**config.mk**
```make
export PLATFORM = sky130hd
export DESIGN_NAME = gem_cluster_es_lookup
export DESIGN_NICKNAME = d
export VERILOG_FILES = /design/src/rtl/gem_cluster_es_lookup.sv
export SDC_FILE = /design/constraint.sdc
export NUM_CORES = 1
export LEC_CHECK = 0
export ABC_AREA = 1
export CORE_MARGIN = 2
export CORE_UTILIZATION = 52
export DETAILED_ROUTE_END_ITERATION = 7
export PLACE_DENSITY_LB_ADDON = 0.05
export RECOVER_POWER = 50
export SYNTH_ARGS = -nofsm -noshare
export SYNTH_HDL_FRONTEND = slang
export SYNTH_SLANG_ARGS = --single-unit
```
**constraint.sdc**
```tcl
create_clock -name clock -period 3.7 [get_ports clock]
set_input_delay 0.37 -clock clock [delete_from_list [all_inputs] [get_ports clock]]
set_output_delay 0.37 -clock clock [all_outputs]
set_load 0.01 [all_outputs]
```
**src/rtl/gem_cluster_es_lookup.sv**
```systemverilog
// Sequences latched GEM pad clusters through the dual-port pad->eighth-strip ROM and emits ordered es ranges.
// Latency: first ROM address 1 clk after start, es_vld 2 clks after each address; one cluster per clock.
// Backpressure: none; the sink must accept every es_vld; a start while busy is dropped and flagged.
module gem_cluster_es_lookup #(
  parameter int MXCLST    = 8,
  parameter int MXCLSTB   = 3,
  parameter int MXADRB    = 8,
  parameter int MXDATB    = 10,
  parameter int MXCNTB    = 3,
  parameter int ROMLENGTH = 192
) (
  input  logic                     clock,
  input  logic                     reset_n,
  input  logic                     start,
  input  logic [MXCLST-1:0]        clst_vpf,
  input  logic [MXCLST*MXADRB-1:0] clst_pad,
  input  logic [MXCLST*MXCNTB-1:0] clst_cnt,
  output logic [MXADRB-1:0]        rom_adr0,
  output logic [MXADRB-1:0]        rom_adr1,
  input  logic [MXDATB-1:0]        rom_rd0,
  input  logic [MXDATB-1:0]        rom_rd1,
  output logic                     es_vld,
  output logic [MXDATB-1:0]        es_lo,
  output logic [MXDATB-1:0]        es_hi,
  output logic [MXCLSTB-1:0]       es_idx,
  output logic                     busy,
  output logic                     done,
  output logic                     start_err,
  output logic                     pad_err
);

  localparam logic [MXADRB:0] ROMLEN_W = (MXADRB+1)'(ROMLENGTH);
  localparam logic [MXADRB:0] ROMMAX_W = (MXADRB+1)'(ROMLENGTH - 1);

  typedef enum logic [1:0] {
    IDLE  = 2'd0,
    SCAN  = 2'd1,
    DRAIN = 2'd2
  } state_t;

  state_t                     state_q, state_d;
  logic [MXCLST-1:0]          pend_q, pend_d;
  logic [MXCLST*MXADRB-1:0]   pad_q, pad_d;
  logic [MXCLST*MXCNTB-1:0]   cnt_q, cnt_d;
  logic [MXADRB-1:0]          adr0_q, adr0_d;
  logic [MXADRB-1:0]          adr1_q, adr1_d;
  logic                       s1_vld_q, s1_vld_d;
  logic [MXCLSTB-1:0]         idx1_q, idx1_d;
  logic                       s2_vld_q, s2_vld_d;
  logic [MXCLSTB-1:0]         idx2_q, idx2_d;
  logic                       es_vld_q, es_vld_d;
  logic [MXDATB-1:0]          es_lo_q, es_lo_d;
  logic [MXDATB-1:0]          es_hi_q, es_hi_d;
  logic [MXCLSTB-1:0]         es_idx_q, es_idx_d;
  logic                       done_q, done_d;
  logic                       start_err_q, start_err_d;
  logic                       pad_err_q, pad_err_d;

  logic [MXCLST-1:0]          in_range;
  logic                       busy_w;
  logic                       accept;
  logic [MXCLST-1:0]          src_mask;
  logic [MXCLST*MXADRB-1:0]   src_pad;
  logic [MXCLST*MXCNTB-1:0]   src_cnt;
  logic [MXCLSTB-1:0]         pick_idx;
  logic                       pick_any;
  logic [MXCLST-1:0]          rest_mask;
  logic [MXADRB-1:0]          pick_pad;
  logic [MXCNTB-1:0]          pick_cnt;
  logic [MXADRB:0]            pick_sum;
  logic [MXADRB-1:0]          pick_adr1;

  // Flag which incoming clusters address a real ROM row; out-of-range ones never enter the mask.
  always_comb begin
    in_range = '0;
    for (int i = 0; i < MXCLST; i++) begin
      in_range[i] = ({1'b0, clst_pad[i*MXADRB +: MXADRB]} < ROMLEN_W);
    end
  end

  // Pick source: live inputs on the start cycle so the first address lands in cycle 1, latched copy after.
  always_comb begin
    busy_w   = (state_q != IDLE) || done_q;
    accept   = start && !busy_w;
    src_mask = (state_q == IDLE) ? (clst_vpf & in_range) : pend_q;
    src_pad  = (state_q == IDLE) ? clst_pad : pad_q;
    src_cnt  = (state_q == IDLE) ? clst_cnt : cnt_q;
  end

  // Lowest-index-first priority encoder and the mask left after removing the pick.
  always_comb begin
    pick_idx = '0;
    pick_any = 1'b0;
    for (int i = MXCLST - 1; i >= 0; i--) begin
      if (src_mask[i]) begin
        pick_idx = MXCLSTB'(i);
        pick_any = 1'b1;
      end
    end
    rest_mask           = src_mask;
    rest_mask[pick_idx] = 1'b0;
  end

  // Port 1 address is the last pad of the cluster, widened so the sum cannot wrap, clamped to the ROM end.
  always_comb begin
    pick_pad  = src_pad[pick_idx*MXADRB +: MXADRB];
    pick_cnt  = src_cnt[pick_idx*MXCNTB +: MXCNTB];
    pick_sum  = {1'b0, pick_pad} + {{(MXADRB+1-MXCNTB){1'b0}}, pick_cnt};
    pick_adr1 = (pick_sum > ROMMAX_W) ? ROMMAX_W[MXADRB-1:0] : pick_sum[MXADRB-1:0];
  end

  // Sequencer: latch on accepted start, issue one cluster per clock, then wait for the pipeline to drain.
  always_comb begin
    state_d   = state_q;
    pend_d    = pend_q;
    pad_d     = pad_q;
    cnt_d     = cnt_q;
    adr0_d    = adr0_q;
    adr1_d    = adr1_q;
    s1_vld_d  = 1'b0;
    idx1_d    = idx1_q;
    done_d    = 1'b0;
    pad_err_d = pad_err_q;
    case (state_q)
      IDLE: begin
        if (accept) begin
          pad_d     = clst_pad;
          cnt_d     = clst_cnt;
          pad_err_d = pad_err_q | (|(clst_vpf & ~in_range));
          if (pick_any) begin
            adr0_d   = pick_pad;
            adr1_d   = pick_adr1;
            s1_vld_d = 1'b1;
            idx1_d   = pick_idx;
            pend_d   = rest_mask;
            state_d  = (rest_mask == '0) ? DRAIN : SCAN;
          end else begin
            // Nothing to look up: finish immediately, busy covers only the done cycle.
            pend_d = '0;
            done_d = 1'b1;
          end
        end
      end
      SCAN: begin
        if (pick_any) begin
          adr0_d   = pick_pad;
          adr1_d   = pick_adr1;
          s1_vld_d = 1'b1;
          idx1_d   = pick_idx;
          pend_d   = rest_mask;
          if (rest_mask == '0) begin
            state_d = DRAIN;
          end
        end else begin
          state_d = DRAIN;
        end
      end
      DRAIN: begin
        // Last address has left stage 1; its ROM data is in stage 2, so done lines up with its es_vld.
        if (!s1_vld_q) begin
          done_d  = 1'b1;
          state_d = IDLE;
        end
      end
      default: begin
        state_d = IDLE;
      end
    endcase
  end

  // Capture ROM data and order it; outputs hold between valid cycles.
  always_comb begin
    s2_vld_d    = s1_vld_q;
    idx2_d      = idx1_q;
    es_vld_d    = s2_vld_q;
    es_lo_d     = es_lo_q;
    es_hi_d     = es_hi_q;
    es_idx_d    = es_idx_q;
    start_err_d = start && busy_w;
    if (s2_vld_q) begin
      es_lo_d  = (rom_rd0 <= rom_rd1) ? rom_rd0 : rom_rd1;
      es_hi_d  = (rom_rd0 <= rom_rd1) ? rom_rd1 : rom_rd0;
      es_idx_d = idx2_q;
    end
  end

  // State and pipeline registers with synchronous active-low reset.
  always_ff @(posedge clock) begin
    if (!reset_n) begin
      state_q     <= IDLE;
      pend_q      <= '0;
      pad_q       <= '0;
      cnt_q       <= '0;
      adr0_q      <= '0;
      adr1_q      <= '0;
      s1_vld_q    <= 1'b0;
      idx1_q      <= '0;
      s2_vld_q    <= 1'b0;
      idx2_q      <= '0;
      es_vld_q    <= 1'b0;
      es_lo_q     <= '0;
      es_hi_q     <= '0;
      es_idx_q    <= '0;
      done_q      <= 1'b0;
      start_err_q <= 1'b0;
      pad_err_q   <= 1'b0;
    end else begin
      state_q     <= state_d;
      pend_q      <= pend_d;
      pad_q       <= pad_d;
      cnt_q       <= cnt_d;
      adr0_q      <= adr0_d;
      adr1_q      <= adr1_d;
      s1_vld_q    <= s1_vld_d;
      idx1_q      <= idx1_d;
      s2_vld_q    <= s2_vld_d;
      idx2_q      <= idx2_d;
      es_vld_q    <= es_vld_d;
      es_lo_q     <= es_lo_d;
      es_hi_q     <= es_hi_d;
      es_idx_q    <= es_idx_d;
      done_q      <= done_d;
      start_err_q <= start_err_d;
      pad_err_q   <= pad_err_d;
    end
  end

  assign rom_adr0  = adr0_q;
  assign rom_adr1  = adr1_q;
  assign es_vld    = es_vld_q;
  assign es_lo     = es_lo_q;
  assign es_hi     = es_hi_q;
  assign es_idx    = es_idx_q;
  assign busy      = busy_w;
  assign done      = done_q;
  assign start_err = start_err_q;
  assign pad_err   = pad_err_q;

endmodule

```
==> results of run 1 <==
through the flow:
stage               setup TNS (ps)  instance area, um^2
global placement            -221.5                10000
floorplan                        0                 7839
finish                           0                10700
CTS                              0                10590
detailed placement          -672.7                10000
global route                -23.43                10700
power groups by stage:
stage,Clock [mW],Sequential (mW),Combinational [mW]
floorplan,0,2.19,3.13
global placement,0,2.17,4.99
detailed placement,0,2.17,5.05
CTS,1.72,2.14,5.11
global route,1.80,2.18,5.91
finish,1.71,2.14,5.35
flip-flops by register name, summed over array words and instances, names as in the netlist:
name and flops:
cnt_q 24, done 1, es_hi 10, es_idx 3, es_lo 10, es_vld 1
es_vld_d 1, idx1_q 3, idx2_q 3, pad_err 1, pad_q 64, pend_q 8
rom_adr0 8, rom_adr1 8, s1_vld_q 1, start_err 1, state_q 2
per-layer routing:
layer / part of all wire, % / vias to the layer above
met2: 48 / 271
met5: 0 / -
met4: 2.6 / 0
met3: 5.5 / 49
met1: 43 / 3798
li1: - / 4239
cell families after synthesis:
group	Yosys count	share of synthesized area (%)
adders and majority gates	14	2.330
buffers and inverters	225	11.05
AOI/OAI and AO/OA	394	27.23
DFF	149	38.05
and+or+nand+nor	375	20.89
xor gates and xnor gates	4	0.4470
layout by cell type (no fill, tap or decap), drive strengths merged, types with 43 or more instances in the layout:
cell type	count
dlygate4sd3	43
nor2	60
inv	153
clkdlybuf4s50	117
nand2	248
o21ai	189
nand3	50
buf	84
a21oi	144
dfxtp	149
final cells by class:
| type | instances | share of cell area (%) |
|---|---|---|
| clock buffer | 20 | 4.270 |
| timing repair buffer | 247 | 21.30 |
| clock inverter | 12 | 1.205 |
| multi-input combinational | 788 | 37.77 |
| tap | 184 | 2.153 |
| sequential | 149 | 27.90 |
| inverter | 153 | 5.393 |
timing repair:
| item | 4_1_cts | 5_1_grt |
|---|---|---|
| setup endpoints to repair | 0 | 8 |
| endpoints found under the hold margin | 0 | 0 |
| gates resized for setup | 0 | 13 |
| buffers inserted | 0 | 6 |
worst min-delay path: stages:
cell and delay, ps:
dlymetal6s2s_1 190, o21ai_0 180, a21oi_1 50
worst min path at each step:
stage | start | endpoint | cells after the start
2_1_floorplan | idx1_q[0] | idx2_q[0] | 2
5_1_grt | clst_pad[62] | pad_q[62] | 3
4_1_cts | idx1_q[2] | idx2_q[2] | 2
3_3_place_gp | idx1_q[2] | idx2_q[2] | 2
3_5_place_dp | idx1_q[2] | idx2_q[2] | 2
6_report | clst_pad[62] | pad_q[62] | 3
synth_stat cells, types with 8 or more instances:
master,count
nand2_1,235
o21ai_0,184
dfxtp_1,149
a21oi_1,144
inv_1,144
clkbuf_1,59
nor2_1,53
nand3_1,48
o211ai_1,34
nand4_1,15
ha_1,13
nand2_2,9
o22ai_1,9
buf_2,8
inv_2,8
==> metrics.md, run 1 <==
| Metric | Value |
|---|---|
| Status | finished, violations left |
| Failing checks | max-capacitance violations, max-slew violations |
| Final WS setup | roughly 230 ps |
| DIE AREA | between 15000 and 20000 um^2 |
| Hpwl dp | between 15000 and 20000 um |
| # IOs | between 150 and 200 |
| Setup violations, final | 0 |
| CP endpoint kind | flip-flop |
| Die Ht | 126.8 um |
| Mapped Cells | 1161 |
| Post-Synthesis Net Count | 1294 |
| Slowest cell on crit path | dfxtp_1 |
| Internal power | between 5 and 6 mW |
| Critical path peak fanout | 6 |
| Area growth syn-to-layout | 36.44% |
| GRT met1 Usage | ~37% |
| Final core occ | ~73% |
| Relative slew slack | -23.20% |
| Register Area | roughly 3000 um^2 |
| Final period util | approximately 94% |
| Critical Path RT | approximately 4000 ps |
| Slew Limit Fails | between 100 and 150 |
| Crit Path Class | flip-flop to flip-flop |
| FF-to-FF setup slack | approximately 230 ps |
| Clock power share | between 10% and 20% |
| P_leak | about 4.8 nW |
| Total routed wirelength | 23150 um |
| Worst-Skew Late Latency | ~430 ps |
| Met3 track demand over resource | 5.356% |
| Ant. Diodes | 0 |
| Highest clock rate | 288.4 MHz |
| Hold WC Path Type | input port to flip-flop |
| Remaining DRCs | 0 |
| Launch point of the worst reg-to-reg path | state_q[0] |
| Gr usage total | ~29% |
| Most common cell on crit path | nand2_1 |
| GP Congestion | ~0.95 |
| Multi-input gate area | slightly above 4000 um^2 |
| Worst Reg2Reg Path Length in Cells | 26 |
| Rows | 44 |
| Max-cap violation count | 1 |
| WP depth | 26 |
| First-pass GRT wire length | 37060 um |
| Fin. Hold Viols | 0 |
| Nets | 1489 |
| Sequential share of the synthesized area | approximately two fifths |
| Post-placement worst setup slack | -126.7 ps |
| Tot Pwr | approximately 9.2 mW |
| Maximum buffer depth of the clock tree | 2 |
| Synth top area share | 38.05% |
| Antenna viol nets, final | 0 |
| Vias per cell | ~5.4 |
| Crit path max-delay family | simple AND/OR/NAND/NOR gates |
| CTS Buf Count | 17 |
| Fraction of registers with async set/reset | 0% |
| Slowest Stage Delay on Critical Path | about 400 ps |
| Final Skew | ~4.7 ps |
| Post-synth cell types | 40 |
| Buf/Inv on CP | 2 |
| Clock-pin slew on the worst setup and hold paths | about 60 ps |
| Cell area after synthesis | 7839 um^2 |
| Root buffer selected by CTS | clkbuf_16 |
| Via count | between 8000 and 9000 |
| Synth area leader | dfxtp_1 |
| Drt first pass iters | 5 |
| Synth area leaders | dfxtp_1 (38%), o21ai_0 (12%), nand2_1 (11%) |
| Core area | roughly 15000 um^2 |
| Clock Sinks | approximately 150 |
| Least-Margin Pin Slew | 1848 ps |
| Busiest grt layer | met2 |
| CTS Hold Buffers Added | 0 |
| TritonCTS clock tree | built |
| Worst vdd ir | 0.6029 mV |
| Fin cells | approximately 1600 |
| Logic pwr share | about 58% |
| Grt met2 use | 48.39% |
| Min Tclk post-route | approximately 3500 ps |
| NetSw | between 4 and 5 mW |
| Worst R2R End | rom_adr1[1] |
| Synth Area per Inst | roughly 6.8 um^2 |
| Initial antenna violation count | 0 |
| Port bufs | between 150 and 200 |
| Sw Ratio | a little over two fifths |
| Vias in the first global route | 7711 |
| CTS H-tree lvls | 4 |
| Sequential share of power | a little under a quarter |
| #FFs+latches synth | ~150 |
| Critical Path End | rom_adr1[1] |
| Starting Density | a little over half |
| Layout cells sized above 1 | a little under an eighth |
| Initial DRC count | about 600 |
| Largest net degree at the start of global routing | about 140 |
| GRT overflow | 0 |
| Synth warn | 0 |
| Hold WS | between 400 and 500 ps |
| Placed cell count | about 1500 |
| Wirelength per Cell | between 10 and 15 um |
| Worst Setup SP | state_q[0] |
| EDFF count, synth | 0 |
| PD cells | between 800 and 900 nW/um^2 |
| Final-layout fill cell count | between 1000 and 1500 |
| Top_reg_cell synth | dfxtp_1 |
| Die width | around 130 um |
| Startpoint types | flip-flop |
| Crit path arrival time | 3790 ps |
No activity file was read; power rests on OpenSTA's default activity.
==> run 2: changes to the inputs <==
--- a/config.mk
+++ b/config.mk
@@ -14,3 +14,4 @@
 export SYNTH_ARGS = -nofsm -noshare
 export SYNTH_HDL_FRONTEND = slang
 export SYNTH_SLANG_ARGS = --single-unit
+export TNS_END_PERCENT = 30
==> results of run 2 <==
The final DEF is identical to that of run 1; final timing and power are the same.
